===== src/rtl/lfsr_pkg.sv =====
// lfsr_pkg: shared constants, state encoding and LFSR step helpers
// for the 26-bit Fibonacci LFSR and its two-requester arbiter.
// Bits are numbered [1:26] throughout; bit 1 receives the feedback.
package lfsr_pkg;

    localparam int unsigned LFSR_WIDTH = 26;

    // Feedback taps (positions in [1:26] numbering)
    localparam int unsigned TAP_A = 26;
    localparam int unsigned TAP_B = 6;
    localparam int unsigned TAP_C = 2;
    localparam int unsigned TAP_D = 1;

    localparam logic [1:LFSR_WIDTH] LFSR_DEFAULT_SEED = 26'b1101_1001_0101_1010_1101_0110_01;

    typedef enum logic [1:0] {
        WARM,
        READY,
        STEP,
        DELIVER
    } state_t;

    function automatic logic feedback(input logic [1:LFSR_WIDTH] q);
        return q[TAP_A] ^ q[TAP_B] ^ q[TAP_C] ^ q[TAP_D];
    endfunction

    // One shift: new bit 1 is the feedback, every other bit moves up one place
    function automatic logic [1:LFSR_WIDTH] lfsr_advance(input logic [1:LFSR_WIDTH] q);
        return {feedback(q), q[1:LFSR_WIDTH-1]};
    endfunction

endpackage


===== src/rtl/lfsr26_core.sv =====
// lfsr26_core: bare 26-bit Fibonacci shift register. Reset and load
// set the state directly; otherwise it advances once per cycle with step.
module lfsr26_core
    import lfsr_pkg::*;
#(
    parameter logic [1:LFSR_WIDTH] SEED = LFSR_DEFAULT_SEED
) (
    input  logic                  clk,
    input  logic                  rst,
    input  logic                  load,
    input  logic [1:LFSR_WIDTH]   din,
    input  logic                  step,
    output logic [1:LFSR_WIDTH]   q
);

    // State register: reset > load > step > hold
    always_ff @(posedge clk) begin
        if (rst) begin
            q <= SEED;
        end else if (load) begin
            q <= din;
        end else if (step) begin
            q <= lfsr_advance(q);
        end
    end

endmodule


===== src/rtl/lfsr_arbiter.sv =====
// lfsr_arbiter: shares one 26-bit LFSR between two req/ack requesters.
// Handles seeding, warm-up, round-robin grant and decorrelation steps.
// Optional: define LFSR_ARB_ZERO_GUARD_EN to replace an all-zero seed
// with DEFAULT_SEED at load time.
module lfsr_arbiter
    import lfsr_pkg::*;
#(
    parameter int unsigned         W            = 8,
    parameter int unsigned         STEPS        = 8,
    parameter int unsigned         WARMUP       = 26,
    parameter logic [1:LFSR_WIDTH] DEFAULT_SEED = LFSR_DEFAULT_SEED
) (
    input  logic                  clk,
    input  logic                  rst,
    input  logic                  seed_load,
    input  logic [1:LFSR_WIDTH]   seed_din,
    input  logic                  req0,
    input  logic                  req1,
    output logic                  ack0,
    output logic                  ack1,
    output logic [1:W]            rdata,
    output logic                  busy,
    output logic [1:LFSR_WIDTH]   lfsr_q
);

    localparam state_t START_STATE = (WARMUP == 0) ? READY : WARM;

    state_t       state, state_n;
    logic [31:0]  cnt, cnt_n;
    logic         gnt, gnt_n;       // 0 = requester 0, 1 = requester 1
    logic         ptr, ptr_n;       // last requester actually served
    logic         ack0_n, ack1_n;
    logic [1:W]   rdata_n;
    logic         busy_n;
    logic         lfsr_step;
    logic [1:LFSR_WIDTH] load_val;
    logic         fb;
    logic [1:W]   word_next;

`ifdef LFSR_ARB_ZERO_GUARD_EN
    assign load_val = (seed_din == '0) ? DEFAULT_SEED : seed_din;
`else
    assign load_val = seed_din;
`endif

    lfsr26_core #(
        .SEED (DEFAULT_SEED)
    ) u_core (
        .clk  (clk),
        .rst  (rst),
        .load (seed_load),
        .din  (load_val),
        .step (lfsr_step),
        .q    (lfsr_q)
    );

    // Word the LFSR will hold after its next advance, so rdata is valid
    // in the same cycle as ack rather than one cycle later.
    assign fb = feedback(lfsr_q);

    generate
        if (W == 1) begin : g_word_w1
            assign word_next = fb;
        end else begin : g_word_wn
            assign word_next = {fb, lfsr_q[1:W-1]};
        end
    endgenerate

    // Next-state, counter, grant and output decode; seed_load overrides all
    always_comb begin
        state_n   = state;
        cnt_n     = cnt;
        gnt_n     = gnt;
        ptr_n     = ptr;
        ack0_n    = 1'b0;
        ack1_n    = 1'b0;
        rdata_n   = rdata;
        lfsr_step = 1'b0;

        if (seed_load) begin
            state_n = START_STATE;
            cnt_n   = WARMUP;
        end else begin
            case (state)
                WARM: begin
                    lfsr_step = 1'b1;
                    if (cnt <= 32'd1) begin
                        state_n = READY;
                    end else begin
                        cnt_n = cnt - 32'd1;
                    end
                end
                READY: begin
                    if (req0 || req1) begin
                        gnt_n   = (req0 && req1) ? ~ptr : req1;
                        cnt_n   = STEPS;
                        state_n = STEP;
                    end
                end
                STEP: begin
                    lfsr_step = 1'b1;
                    if (cnt <= 32'd1) begin
                        state_n = DELIVER;
                        ack0_n  = ~gnt;
                        ack1_n  = gnt;
                        ptr_n   = gnt;
                        rdata_n = word_next;
                    end else begin
                        cnt_n = cnt - 32'd1;
                    end
                end
                DELIVER: begin
                    state_n = READY;
                end
                default: begin
                    state_n = START_STATE;
                end
            endcase
        end

        busy_n = (state_n != READY);
    end

    // Registered state, counters, pointer and all outputs
    always_ff @(posedge clk) begin
        if (rst) begin
            state <= START_STATE;
            cnt   <= WARMUP;
            gnt   <= 1'b0;
            ptr   <= 1'b1;
            ack0  <= 1'b0;
            ack1  <= 1'b0;
            rdata <= '0;
            busy  <= (WARMUP != 0);
        end else begin
            state <= state_n;
            cnt   <= cnt_n;
            gnt   <= gnt_n;
            ptr   <= ptr_n;
            ack0  <= ack0_n;
            ack1  <= ack1_n;
            rdata <= rdata_n;
            busy  <= busy_n;
        end
    end

endmodule


===== config.mk =====
export PLATFORM = sky130hd
export DESIGN_NAME = lfsr_arbiter
export DESIGN_NICKNAME = d
export VERILOG_FILES = /design/src/rtl/lfsr_pkg.sv /design/src/rtl/lfsr26_core.sv /design/src/rtl/lfsr_arbiter.sv
export SDC_FILE = /design/constraint.sdc
export NUM_CORES = 1
export LEC_CHECK = 0
export BUFFER_PORTS_ARGS = -buffer_cell sky130_fd_sc_hd__buf_2
export CAP_MARGIN = 20
export CORE_MARGIN = 5
export CORE_UTILIZATION = 40
export CTS_BUF_LIST = sky130_fd_sc_hd__clkbuf_4 sky130_fd_sc_hd__clkbuf_8 sky130_fd_sc_hd__clkbuf_16
export CTS_CLUSTER_DIAMETER = 50
export CTS_CLUSTER_SIZE = 12
export DETAILED_ROUTE_END_ITERATION = 7
export HOLD_SLACK_MARGIN = 0.06
export PLACE_DENSITY = 0.71
export SLEW_MARGIN = 20
export SYNTH_ARGS = -nofsm -noshare
export SYNTH_HDL_FRONTEND = slang
export SYNTH_SLANG_ARGS = --single-unit

===== constraint.sdc =====
create_clock -name clk -period 3.2 [get_ports clk]
set_clock_uncertainty 0.1 [all_clocks]
set_input_delay 0.16 -clock clk [delete_from_list [all_inputs] [get_ports clk]]
set_output_delay 0.16 -clock clk [all_outputs]
set_load 0.02 [all_outputs]

==> results.yml <==
clock_network:
  clkTransAtPathRegs_ns: 0.08
  clock_sinks: 73
  root_buffer: "clkbuf_8"
  cts_resized: 0
  cts_tree: "built"
  cts_max_path_buffers: 2
  numCtsBuffers: 9
  htreeDepth: 3
  clk_latency_ns: 0.35
die:
  dieWidth_um: 102.3
  die_area_mm2: 0.01046
  io_pins: 68
  rows: 33
  die_h_um: 102.3
  core_area_mm2: 0.008258
  initial_core_util_pct: 41.23
synthesis:
  ys_top_cells_by_area: "dfxtp_1 43%, mux2i_1 7.6%, nor2_1 6.1%"
  synth-adder-area-share_pct: 0.7350
  synth_cell_types: 42
  synthCells: 406
  dominantRegCellSynth: "dfxtp_1"
  synth_compound_area_share_pct: 12.24
  postSynthNetCount: 439
  synthMuxAreaShare_pct: 7.644
  synthSimpleGateAreaFrac_pct: 26.46
  yosysMostFrequentCell: "dfxtp_1"
  ys_ff_latch: 73
  synth_enable_flop_cells: 0
  yosysSeqAreaShare_pct: 42.93
  synth_top_family_by_area: "simple AND/OR/NAND/NOR gates"
  synthTopCellsByCount: "73 x dfxtp_1, 55 x nor2_1, 48 x nand2_1"
  synth_warnings: 0
  synth_top_cell_by_area: "dfxtp_1"
  synthXorXnorAreaFrac_pct: 6.431
  synthesis.area_mm2: 0.003405
  avgSynthCellArea_um2: 8.386
  async_flop_share_pct: 0
  yosysTopAreaCellShare_pct: 42.93
finish:
  final_cell_area_mm2: 0.004289
  nFillCells: 777
  antenna_cells: 0
  final_nets: 526
  area_growth_pct: 25.98
  final_layout_size_suffix_gt1_share_pct: 19.48
pwr:
  peakVddDrop_v: 0.0002727
  switching_share_pct: 26.01
  p_leak_nw: 1.686
  power_density_mw_per_mm2: 444.2
  totalPowerFinal_mw: 1.905
  internal_power_mw: 1.410
  p_seq_share_pct: 50.4
  power_frac_clock_pct: 38.6
  p_comb_share_pct: 11.1
  p_sw_uw: 495.5
min_path:
  hp-start: "req0"
  whs_endpoint: "state[1]$_SDFF_PP0_"
  whs_path_depth: 3
  hp-class: "in -> reg"
timing:
  tightest_slew_ns: 0.8519
  rsz0062_at_grt: "false"
  final.period_utilization_pct: 81.56
  min_period_ns: 2.610
  holdWs_ns: 0.2065
  hold_viol: 0
  fmax_mhz: 383.2
  relSlewSlack_pct: 43.15
  report.final.slew_viol_count: 0
  finalSetupViolCount: 0
  finalWorstSetupSlack_ns: 0.5902
  setup_tns_ns: 0
global_routing:
  grt_pass1_wl_um: 14640
  antenna_found_initial: 0
  grt_max_degree: 41
  grtUsageTotal_pct: 17.44
  overflow: 0
  grt_pass1_vias: 3169
run:
  maxCapViolCount: 0
worst_setup_path:
  rr_endpoint: "cnt[25]$_SDFFE_PP0P_"
  arrival_ns: 2.79
  slowest_stage: "o211ai_2"
  rr_worst_depth: 6
  slowest_delay_ns: 0.55
  crit_buf_inv: 0
  cp_data_required_time_ns: 3.38
  critical_path.cell_chain: "or4_1, nor3_1, a41oi_1, o211ai_2, o21ai_0, a21oi_1"
  ff2ff_setup_slack_ns: 0.59
  timing.rr.start: "cnt[29]$_SDFFE_PP0P_"
  crit_path_end_kind: "flop"
  startpoint_type: "flop"
  cp_top_family: "compound AO/OA/AOI/OAI gates"
  crit_type: "reg -> reg"
  cp_max_fo: 15
  cp.depth: 6
detailed_routing:
  antenna_left: 0
  drc: 0
  drt_iter0_markers: 110
  routedWlPerCell_um: 14.13
  vias: 3149
  routed_wl_um: 8521
  drt-vias-per-instance: 5.222
  firstDrtPassIters: 4
placed_design:
  pre_cts_ws_ns: 0.6208
  dp_hpwl_um: 5526
  gp_congestion: 0.8477
  port_buffers: 67
  placed_area_mm2: 0.003804
outcome:
  outcome: "complete, no violations"
logic make-up after synthesis:
group / count (synthesis)
and+or+nand+nor: 179
DFF: 73
AOI/OAI and AO/OA: 72
buffers and inverters: 29
muxes: 26
xor gates and xnor gates: 25
adders and majority gates: 2
sequential cells by signal, summed over array words and instances, names as in the netlist, 2 cells and up:
signal,count
cnt,32
rdata,8
state,2
u_core.q,26
stage by stage:
step | instances | utilization (%)
floorplan | 406 | -
global placement | 559 | 46.06
detailed placement | 559 | 46.06
CTS | 603 | 51.94
global route | 603 | 51.94
finish | 603 | 51.94
how the worst max path moves through the flow:
stage                               startpoint               endpoint  slack [ns]
after floorplan           cnt[12]$_SDFFE_PP0P_    cnt[2]$_SDFFE_PP0P_        0.94
after global placement    cnt[12]$_SDFFE_PP0P_  rdata[3]$_SDFFE_PP0P_        0.70
after detailed placement  cnt[12]$_SDFFE_PP0P_  rdata[2]$_SDFFE_PP0P_        0.62
after CTS                 cnt[12]$_SDFFE_PP0P_  rdata[2]$_SDFFE_PP0P_        0.62
after global routing      cnt[18]$_SDFFE_PP0P_   cnt[25]$_SDFFE_PP0P_        0.39
final                     cnt[29]$_SDFFE_PP0P_   cnt[25]$_SDFFE_PP0P_        0.59
worst reg2reg max path: cells and delay by family (launching register included):
family / cells / cell delay, ns
AO/OA/AOI/OAI: 4 / 1.21
flip-flops: 1 / 0.35
AND/OR/NAND/NOR: 2 / 0.88
power by group through the flow:
stage | Clock, mW | Sequential [mW] | Combinational [mW]
detailed placement | 0 | 0.980 | 0.180
global placement | 0 | 0.979 | 0.177
CTS | 0.756 | 0.959 | 0.206
global route | 0.798 | 0.964 | 0.232
floorplan | 0 | 1.00 | 0.0914
finish | 0.735 | 0.960 | 0.211
cell usage in the layout, fill, tap and decap left out, types with 3 or more instances in the layout:
cell type / instances
dfxtp_1: 72
buf_2: 67
nor2_1: 55
nand2_1: 48
dlygate4sd3_1: 28
a21oi_1: 27
o21ai_0: 26
mux2i_1: 26
nand2b_1: 17
nor3_1: 13
xor2_1: 13
xnor2_1: 12
o211ai_1: 11
or3_1: 10
clkbuf_8: 10
inv_1: 6
nor4_1: 6
or4_1: 5
nand3_1: 4
buf_4: 4
nor3b_1: 3
nand4_1: 3
layer usage:
layer  track usage (%)  part of all wire (%)  routed length (um)
met5                 0                     0                   0
met4             7.568                   1.8                 150
met1             21.17                    43                3705
met3             5.734                   7.3                 625
met2             28.29                    47                4040
what timing repair did:
item	4_1_cts	5_1_grt
hold endpoints to repair	27	0
buffers inserted	0	0
hold buffers	28	0
cell type report:
type                       count  area [um2]  area share (%)
clock inverter                 6       67.56           1.575
timing repair buffer          99       645.6           15.05
inverter                       6       22.52          0.5251
tap                          105       131.4           3.063
multi-input combinational    304        1822           42.47
sequential                    73        1463           34.10
clock buffer                  10       137.6           3.209
Power figures use the tool's default switching activity.
